==> src/rtl/reg_bank.sv <==
// Multi-word register store with one synchronous write port, one combinational
// read port and a one-word-per-cycle bulk-clear sweep to INIT.
module reg_bank #(
  parameter int unsigned             WIDTH = 16,
  parameter int unsigned             DEPTH = 8,
  parameter logic [WIDTH-1:0]        INIT  = '0,
  localparam int unsigned            AW    = $clog2(DEPTH)
) (
  input  logic             clk,
  input  logic             rst_n,
  input  logic [WIDTH-1:0] in,
  input  logic             load,
  input  logic [AW-1:0]    address,
  input  logic             clear,
  output logic [WIDTH-1:0] out,
  output logic             busy
);

  typedef enum logic {IDLE, CLEAR} state_t;

  state_t            state, state_n;
  logic [AW-1:0]     ptr, ptr_n;
  logic              busy_n;
  logic              we;
  logic [AW-1:0]     waddr;
  logic [WIDTH-1:0]  wdata;
  logic [WIDTH-1:0]  mem [DEPTH];

  // State, sweep pointer and busy flag
  always_ff @(posedge clk or negedge rst_n) begin
    if (!rst_n) begin
      state <= IDLE;
      ptr   <= '0;
      busy  <= 1'b0;
    end else begin
      state <= state_n;
      ptr   <= ptr_n;
      busy  <= busy_n;
    end
  end

  // Next state and the single write port: user write in IDLE, INIT fill in CLEAR
  always_comb begin
    state_n = state;
    ptr_n   = ptr;
    busy_n  = busy;
    we      = 1'b0;
    waddr   = address;
    wdata   = in;
    case (state)
      IDLE: begin
        we = load;
        if (clear) begin
          state_n = CLEAR;
          ptr_n   = '0;
          busy_n  = 1'b1;
        end
      end
      CLEAR: begin
        we    = 1'b1;
        waddr = ptr;
        wdata = INIT;
        ptr_n = ptr + AW'(1);
        if (ptr == AW'(DEPTH - 1)) begin
          state_n = IDLE;
          busy_n  = 1'b0;
        end
      end
      default: begin
        state_n = IDLE;
        busy_n  = 1'b0;
      end
    endcase
  end

  // Storage cells; reset forces zero rather than INIT
  always_ff @(posedge clk or negedge rst_n) begin
    if (!rst_n) begin
      for (int i = 0; i < int'(DEPTH); i++) mem[i] <= '0;
    end else if (we) begin
      mem[waddr] <= wdata;
    end
  end

  assign out = mem[address];

endmodule

==> config.mk <==
export PLATFORM = sky130hd
export DESIGN_NAME = reg_bank
export DESIGN_NICKNAME = d
export VERILOG_FILES = /design/src/rtl/reg_bank.sv
export SDC_FILE = /design/constraint.sdc
export NUM_CORES = 1
export LEC_CHECK = 0
export ABC_AREA = 1
export BUFFER_PORTS_ARGS = -buffer_cell sky130_fd_sc_hd__buf_2
export CAP_MARGIN = 25
export CORE_ASPECT_RATIO = 2
export CORE_MARGIN = 4
export CORE_UTILIZATION = 45
export CTS_CLUSTER_DIAMETER = 80
export CTS_CLUSTER_SIZE = 14
export DETAILED_ROUTE_END_ITERATION = 8
export HOLD_SLACK_MARGIN = 0.05
export PLACE_DENSITY_LB_ADDON = 0.1
export SLEW_MARGIN = 0
export SYNTH_ARGS = -nofsm -noshare
export SYNTH_HDL_FRONTEND = slang
export SYNTH_SLANG_ARGS = --single-unit
export TNS_END_PERCENT = 30
==> constraint.sdc <==
create_clock -name clk -period 2.5 [get_ports clk]
set_input_delay 0.25 -clock clk [delete_from_list [all_inputs] [get_ports clk]]
set_output_delay 0.25 -clock clk [all_outputs]
set_load 0.05 [all_outputs]
# --- After elaboration in Yosys (flattened, before gate mapping) ---
# Index checks and enable logic that the tools add are counted.
word_totals:
  latchBits: 0
  memories: 0
  output_inout_bits: 17
  mem_bits_rw: 0
  ff_bits: 133
  mem_bits_ro: 0
  in_bits: 23
  elab_cells: 40
classes:
  add_sub_neg: 1
  multipliers: 0
  order_cmp: 3
  reduce_logical: 2
  n_eq_ne: 3
  muxes: 17
  n_shift: 0
  div: 0
  bitwise_logic: 3
ops:
  columns: ["op", "n"]
  rows:
  - ["$bwmux W128", 1]
  - ["$mux W16", 4]
  - ["$bmux W16 S3", 1]
  - ["$demux W16 S3", 1]
  - ["$ge A4 B4 Y1 const B", 2]
  - ["$not A3 Y4", 2]
  - ["$mux W3", 2]
  - ["$pmux W1 S2", 3]
  - ["$pmux W3 S2", 1]
  - ["$lt A4 B1 Y1 const B", 1]
  - ["$mux W1", 4]
  - ["$add A3 B1 Y3 const B", 1]
  - ["$eq A3 B3 Y1 const B", 1]
  - ["$ne A2 B1 Y1 const B", 1]
  - ["$ne A2 B2 Y1 const B", 1]
  - ["$reduce_and A2 Y1", 1]
  - ["$logic_and A1 B1 Y1", 1]
  - ["$not A1 Y1", 1]

# --- Longest topological paths before layout ---
# Gate-level depths: netlist of the first run.
depth:
  ltp_word: 7
  depth_mapped: 9
  mapped_depth_nobuf: 7

# --- Worst setup path after synthesis of the first run ---
# Ideal clock, no wire load.
synth_path:
  path_kind: "in2out"
  start: "in address[0]"
  end: "out out[12]"
  stages: 9
  setup_slack_ns: 0.831
  arrival_time_ns: 1.419
  required_ns: 2.250
  cell_sequence: "buf_2 inv_2 clkbuf_1 nand2_1 nand2_1 nand2_1 o21ai_0 nand2_1 nand2_1"
synth_via:
  elab_chain_cells: 4
synth_rtl:
  columns: ["element", "line_no", "text"]
  rows:
  - ["from (decl)", "13", "input logic [AW-1:0] address,"]
  - ["$not A3 Y4 (implied by the code)", "85", "assign out = mem[address];"]
  - ["$bmux W16 S3", "85", null]
  - ["$mux W16 (implied by the code) (2 in a row)", "85", null]
  - ["to (decl)", "15", "output logic [WIDTH-1:0] out,"]
# Every way passes these cells. The select of a mux whose other input is x is not followed.

# --- Worst setup path after layout of the first run ---
layout_path:
  start: "reg state"
  end: "reg mem[35] in the netlist's numbering"
layout_via:
  elab_chain_cells: 7
layout_rtl:
  columns: ["element", "line_no", "text"]
  rows:
  - ["from (decl)", "21", "state_t state, state_n;"]
  - ["from (signal assigned)", "36", "state <= state_n;"]
  - ["$mux W3", "50", "case (state)"]
  - ["$not A3 Y4 (implied by the code)", "81", "mem[waddr] <= wdata;"]
  - ["$ge A4 B4 Y1 (implied by the code) or $lt A4 B1 Y1 (tied branches)", "81", null]
  - ["$logic_and A1 B1 Y1 (implied by the code)", "81", null]
  - ["$mux W16 (implied by the code)", "81", null]
  - ["$demux W16 S3", "81", null]
  - ["$bwmux W128", "81", null]
  - ["to (signal, indexed assignment)", "81", null]
  - ["to (decl)", "27", "logic [WIDTH-1:0] mem [DEPTH];"]
# Parallel ways exist; a longest one is shown, timed or not.
# A chain may end at the register's enable or synchronous reset.

==> reports/qor.csv, run 1 <==
stage,metric,value,unit
run_status,outcome,"complete, no violations",
power,p_leak,0.00457,uW
logic_synthesis,mappedNetlistArea,6910,um2
sta,finalHoldViolCount,0,
sta,final.setup_skew,0.00519,ns
sta,slew_violations,0,
routing,drtIter0Drc,385,
power,vdd_drop_max,0.00117,V
worst_setup_path,worstPathMaxFanout,16,
logic_synthesis,ys_seq_area_frac,0.482,
logic_synthesis,synth-seq-cells,133,
routing,final_antenna_net_count,0,
logic_synthesis,synth_fp_nets,1005,
worst_setup_path,worstSetupEndpointType,register,
logic_synthesis,synth_top_area_share,0.482,
placed_design,numPortBuffers,39,
routing,dr_total_vias,6222,
logic_synthesis,synthFlopType,dfrtp_1,
sta,finalSetupTns,0,ns
min_path,min_path_type,input port to register,
routing,post_drt_wl_per_cell,16.9,um
cts,cts_root_buf,clkbuf_16,
routing,dr.pass1.iters,5,
floorplanning,num_rows,63,
logic_synthesis,synth_edf_count,0,
global_route,grt_max_degree,50,
worst_setup_path,required,2.80,ns
finish,post-route-util,0.533,
finish,area_growth,15.5,%
power,power_per_cell_area,1340,nW/um2
global_route,track_usage,0.258,
sta,worstMarginPinSlew,0.742,ns
placed_design,routabilityCongestion,0.875,
cts,htree_num_levels,4,
logic_synthesis,syn_avg_cell_area,7.06,um2
cts,clkLatencyLatePin,0.42,ns
sta,rsz0062_at_grt,false,
logic_synthesis,postSynthCellCount,979,
worst_setup_path,start_kind,register,
routing,wl,20.9,mm
floorplanning,core,15000,um2
finish,fin_nets,1052,
finish,instances_no_fill,1233,
placed_design,hpwl,13.9,mm
worst_setup_path,r2r_cells,7,
logic_synthesis,yosys_warnings,0,
flow_run,drv_cap,0,
cts,cts_setup_buffers,0,
cts,cts_max_path_buffers,2,
worst_setup_path,critPathKind,register to register,
floorplanning,die_x,95.6,um
logic_synthesis,ys_async_sr_fraction,1.00,
floorplanning,die_h,183,um
worst_setup_path,arrival,2.30,ns
routing,drc,0,
cts,cts_buffers,17,
logic_synthesis,ys_types,21,
logic_synthesis,synth_area_leaders,"dfrtp_1, nand2_1, nand3_1",
floorplanning,die_area,17500,um2
logic_synthesis,yosys.cell_count.top_type,nand2_1,
cts,cts.reportedPaths.clkPinSlew,0.06,ns
sta,fin_crit_sh,0.800,
sta,slew_headroom,0.503,
placed_design,dpl.cell_count,1201,
sta,setup_violations,0,
min_path,hold_depth,3,
finish,diodes,0,
finish,drive_gt1_frac,0.133,
global_route,grt_first_pass_wirelength,33.7,mm
floorplanning,io_pins,40,
global_route,grt-ovfl-total,0,
sta,final.min_clock_period,2.00,ns
logic_synthesis,synth.largest_area_cell,dfrtp_1,
global_route,first_global_vias,6273,
global_route,antenna_found_initial,0,
logic_synthesis,synth_commonest_cells,"nand2_1, dfrtp_1, nand3_1",
floorplanning,start_util,0.461,
cts,tritoncts,yes,
cts,numClockSinks,133,
routing,viasPerCell,5.05,
sta,max_freq,0.500,GHz
==> report_power, final <==
group          switching [uW]  leakage, uW  internal (uW)
clock                     926     0.000278           1530
combinational            3330      0.00248           1280
sequential                527      0.00181           3060
==> sequential cells by signal (all words and copies together) (netlist names) <==
name   cells
busy       1
mem      128
ptr        3
state      1
==> through the flow <==
stage	hold WS [ns]	setup slack [ns]	instance area (um2)	total power, uW
floorplan	-0.0456	0.831	6910	6800
finish	0.118	0.500	7980	10700
detailed placement	0.232	0.539	7390	8220
global route	0.119	0.340	7980	11400
CTS	0.108	0.526	7980	10700
global placement	0.227	0.556	7390	8180
==> critical path, cell delays in order, from the launching register on <==
cell     delay (ns)
dfrtp_1        0.67
inv_4          0.10
nand2_1        0.10
nand2_2        0.11
nor2_4         0.34
nand2_2        0.35
nand2_1        0.14
nand2_1        0.06
==> final timing paths <==
kind / start / end / slack (ns)
worst max register to register: state / mem[35] / 0.50
max in group asynchronous: rst_n / mem[45] / 1.45
worst min register to register: mem[122] / mem[122] / 0.47
worst max-delay path: state / mem[35] / 0.50
worst min-delay path: clear / busy / 0.12
min in group asynchronous: rst_n / mem[1] / 0.34
==> timing repair <==
item                      in CTS  in global routing
gates resized for setup        0                  0
hold buffers                   1                  0
hold endpoints to repair      46                  0
==> layer usage <==
layer  routed length (um)  up-vias  track usage  share of wire
met1                 8310     2913        0.309           0.40
met4                  842        0        0.133          0.040
met2                10900      161        0.441           0.52
li1                     -     3097            -              -
met5                    0        -            0              0
met3                  783       51       0.0361          0.038
==> logic make-up (layout without fill, tap and decap cells) <==
logic type,after synthesis,after routing,share of synthesized area
and+or+nand+nor,696,696,0.413
DFF,133,133,0.482
buffers and inverters,108,167,0.0712
AOI/OAI and AO/OA,39,39,0.0288
adders and majority gates,3,3,0.00543
==> cell type report <==
type                       instances  area [um2]
sequential                       133        3330
multi-input combinational        738        3090
tap                              195         244
clock inverter                     9         103
clock buffer                      22         474
inverter                          56         215
fill                            1579        7000
timing repair buffer              80         524
==> cell usage in the layout, fill, tap and decap left out, types with 8 or more instances in the layout <==
| cell | netlist | final |
|---|---|---|
| nand2_1 | 542 | 542 |
| dfrtp_1 | 133 | 133 |
| nand3_1 | 96 | 96 |
| buf_2 | 20 | 38 |
| buf_4 | 11 | 39 |
| nor2_1 | 33 | 33 |
| inv_1 | 52 | 52 |
| clkbuf_16 | 0 | 17 |
| nand2_2 | 15 | 15 |
| nor2_4 | 8 | 8 |
| o21ai_0 | 25 | 25 |
| o21ai_1 | 10 | 10 |
(Power assumes the default switching activity.)
==> inputs of run 2 (changes only) <==
--- a/config.mk
+++ b/config.mk
@@ -5,7 +5,7 @@
 export SDC_FILE = /design/constraint.sdc
 export NUM_CORES = 1
 export LEC_CHECK = 0
-export ABC_AREA = 1
+export ABC_AREA = 0
 export BUFFER_PORTS_ARGS = -buffer_cell sky130_fd_sc_hd__buf_2
 export CAP_MARGIN = 25
 export CORE_ASPECT_RATIO = 2
==> constraint.sdc (replaced) <==
create_clock -name clk -period 1.95 [get_ports clk]
set_input_delay 0.195 -clock clk [delete_from_list [all_inputs] [get_ports clk]]
set_output_delay 0.195 -clock clk [all_outputs]
set_load 0.05 [all_outputs]
==> run 2 against run 1 <==
Net effect: the flow now finishes with violations (setup timing); setup slack lost 0.51 ns; via count shrank 30%; largest power group is now sequential cells; total power grew 4.5%; first-iteration DRC count shrank 48%; synthesized cell count shrank 46%; cell count shrank 36%; clock skew grew 0.0058 ns; design area shrank 1.7%; non-clock buffer count shrank 2.
==> reports/qor.csv, run 2 <==
stage,metric,value,unit,change
routing,post_drt_wl_per_cell,22.8,um,+35%
worst_setup_path,r2r-start,ptr[0],,
placed_design,dpl.cell_count,758,,-37%
sta,final.setup_skew,0.0109,ns,+0.00575 ns
floorplanning,start_util,0.458,,-0.00377
finish,fill_cells,1235,,-22%
floorplanning,io_pins,40,,unchanged
logic_synthesis,synthFlopType,dfrtp_1,,
placed_design,hpwl,12.1,mm,-13%
placed_design,routabilityCongestion,0.816,,-6.8%
logic_synthesis,synth-compound-area-share,0.00324,,-0.0255
finish,regMostFlops,mem,,
floorplanning,core,14400,um2,-4.2%
floorplanning,num_rows,62,,-1.6%
min_path,min_path_type,input port to register,,
cts,cts_setup_buffers,0,,unchanged
logic_synthesis,synthMuxAreaShare,0.334,,+0.334
worst_setup_path,required,1.75,ns,-1.05 ns
worst_setup_path,cp-startpoint,mem[125],,
logic_synthesis,synth_top_family_by_area,multiplexers,,
finish,fin_nets,613,,-42%
sta,worstMarginPinSlew,0.418,ns,-0.324 ns
run_status,outcome,"complete, but fails checks",,
routing,final_antenna_net_count,0,,unchanged
logic_synthesis,yosys.area_share.simple,0.104,,-0.309
placed_design,dpl_worst_slack,0.0684,ns,-0.471 ns
logic_synthesis,syn_avg_cell_area,12.4,um2,+76%
routing,dr_total_vias,4352,,-30%
global_route,grt_first_pass_wirelength,29.1,mm,-14%
logic_synthesis,synth_top_area_share,0.507,,+0.0251
run_status,violations,setup timing,,
routing,wl,18.1,mm,-13%
finish,layout_common_cells,"dfrtp_1, nand2_1, mux2i_1",,
routing,dr.pass1.iters,4,,-1
sta,fin_crit_sh,1.01,,
global_route,first_global_vias,5054,,-19%
finish,reg.largest.list,"mem x128, ptr x3",,
floorplanning,die_area,16700,um2,-4.6%
worst_setup_path,worst-path-buf-inv,1,,unchanged
sta,timing.hold.ws,0.146,ns,+0.0285 ns
power,p_total,11100,uW,+4.5%
global_route,grt-ovfl-total,0,,unchanged
sta,finalHoldViolCount,0,,unchanged
global_route,track_usage,0.237,,-0.0211
worst_setup_path,critPathKind,register to output port,,
logic_synthesis,synth_fp_nets,555,,-45%
finish,drive_gt1_frac,0.267,,+0.134
logic_synthesis,synth_edf_count,0,,unchanged
cts,tritoncts,yes,,
worst_setup_path,r2r_end,mem[120],,
routing,drtIter0Drc,201,,-48%
power,power_per_cell_area,1420,nW/um2,+6.4%
logic_synthesis,ys_types,29,,+38%
logic_synthesis,synth_xor_area_frac,0,,unchanged
worst_setup_path,start_kind,register,,
placed_design,numPortBuffers,39,,unchanged
cts,cts_root_buf,clkbuf_16,,
logic_synthesis,synth.largest_area_cell,dfrtp_1,,
logic_synthesis,yosys.cell_count.top_type,dfrtp_1,,
finish,instances_no_fill,792,,-36%
global_route,antenna_found_initial,0,,unchanged
worst_setup_path,worstPathMaxFanout,2,,-14
logic_synthesis,ys_async_sr_fraction,1.00,,unchanged
sta,max_freq,0.509,GHz,
sta,finalSetupTns,-0.0145,ns,-0.0145 ns
worst_setup_path,r2r_slack,0.37,ns,-0.13 ns
logic_synthesis,mappedNetlistArea,6570,um2,-5.0%
sta,slew_headroom,0.721,,+0.218
logic_synthesis,synth_commonest_cells,"dfrtp_1, nand2_1, mux2i_1",,
logic_synthesis,postSynthCellCount,529,,-46%
cts,clkLatencyLatePin,0.42,ns,about the same
worst_setup_path,arrival,1.77,ns,-0.53 ns
cts,cts_max_path_buffers,2,,unchanged
cts,htree_num_levels,4,,unchanged
routing,viasPerCell,5.49,,+8.9%
cts,numClockSinks,133,,unchanged
global_route,grt_max_degree,52,,+4.0%
worst_setup_path,path_depth,3,,-4
finish,area_growth,19.4,%,
logic_synthesis,synth-seq-cells,133,,unchanged
worst_setup_path,crit_path_top_delay_cell,mux4_2,,
logic_synthesis,synth_area_leaders,"dfrtp_1, mux2i_1, mux4_2",,
worst_setup_path,worstPathCellList,mux4_2 > mux2_4 > buf_6,,
finish,diodes,0,,unchanged
sta,rsz0062_at_grt,true,,
flow_run,drv_cap,0,,unchanged
power,vdd_drop_max,0.000776,V,-34%
logic_synthesis,ys_seq_area_frac,0.507,,+0.0251
sta,setup_violations,1,,+1
finish,largest_register_ffs,128,,unchanged
logic_synthesis,yosys_warnings,0,,unchanged
floorplanning,die_x,93.4,um,-2.3%
sta,setup_slack,-0.0145,ns,-0.515 ns
worst_setup_path,timing.critical_path.to,out[13],,
sta,slew_violations,0,,unchanged
logic_synthesis,synthAdderAreaFrac,0.00572,,+0.000284
routing,drc,0,,unchanged
worst_setup_path,slowest_delay,0.47,ns,-0.20 ns
floorplanning,die_h,179,um,-2.4%
worst_setup_path,worstSetupEndpointType,output port,,
worst_setup_path,r2r_cells,4,,-3
finish,mostFrequentLayoutCell,dfrtp_1,,
cts,cts.reportedPaths.clkPinSlew,0.07,ns,about the same
sta,final.min_clock_period,1.96,ns,
worst_setup_path,path_delay_family,multiplexers,,
power,p_leak,0.00404,uW,-12%
cts,cts_buffers,17,,unchanged
run 2: cell count changes in the layout (fill, tap and decap cells not counted), sizes merged, moves of 4 or more:
cell / delta
nand2: -426
mux2i: +128
nand3: -95
nor2: -37
inv: -36
o21ai: -33
mux4: +32
mux2: +17
nand2b: +4
run 2: area by class of cell:
cell class,instances,area [um2],share of cell area
flip-flops and latches,133,3330,0.425
multi-input cells,340,2950,0.377
repair buffers,78,671,0.0855
clock buffers,19,433,0.0552
well taps,192,240,0.0306
clock inverters,13,150,0.0192
inverters,17,63.8,0.00814
run 2: worst min-delay path by stage:
| stage | from | endpoint | cells after the start |
|---|---|---|---|
| 2_1_floorplan | rst_n | busy | 0 |
| 3_3_place_gp | rst_n | mem[108] | 1 |
| 3_5_place_dp | rst_n | busy | 1 |
| 4_1_cts | in[1] | mem[97] | 3 |
| 5_1_grt | in[1] | mem[97] | 3 |
| 6_report | in[1] | mem[97] | 3 |
run 2: per-layer routing:
metal | up-vias | track usage | share of wire
met2 | 123 | 0.409 | 0.53
li1 | 1957 | - | -
met1 | 2232 | 0.291 | 0.40
met3 | 40 | 0.0353 | 0.043
met5 | - | 0 | 0
met4 | 0 | 0.106 | 0.033
run 2: power by group:
group | leakage [uW] | switching, uW | internal (uW) | total, uW
Clock | 0.000279 | 1260 | 1900 | 3160
Combinational | 0.00195 | 2030 | 1530 | 3560
Sequential | 0.00181 | 657 | 3760 | 4420
run 2: metrics by stage:
step	instance area, um2	util
final	7840	0.546
after floorplan	6570	-
after CTS	7830	0.546
after global placement	7120	0.496
after global routing	7840	0.546
after detailed placement	7120	0.496
run 2: cell families (layout without fill, tap and decap cells):
family / count (synthesis) / count (layout)
muxes: 177 / 177
and+or+nand+nor: 156 / 156
DFF: 133 / 133
buffers and inverters: 56 / 127
AOI/OAI and AO/OA: 4 / 4
adders and majority gates: 3 / 3
run 2: what timing repair did:
action                     CTS  global route
hold buffers                 2             0
hold endpoints to repair    26             0
resized for setup           34             3
setup endpoints to repair   16            15
run 2: worst min-delay path: stages:
cell and delay [ns]:
buf_2 0.08, inv_1 0.11, mux2i_1 0.14
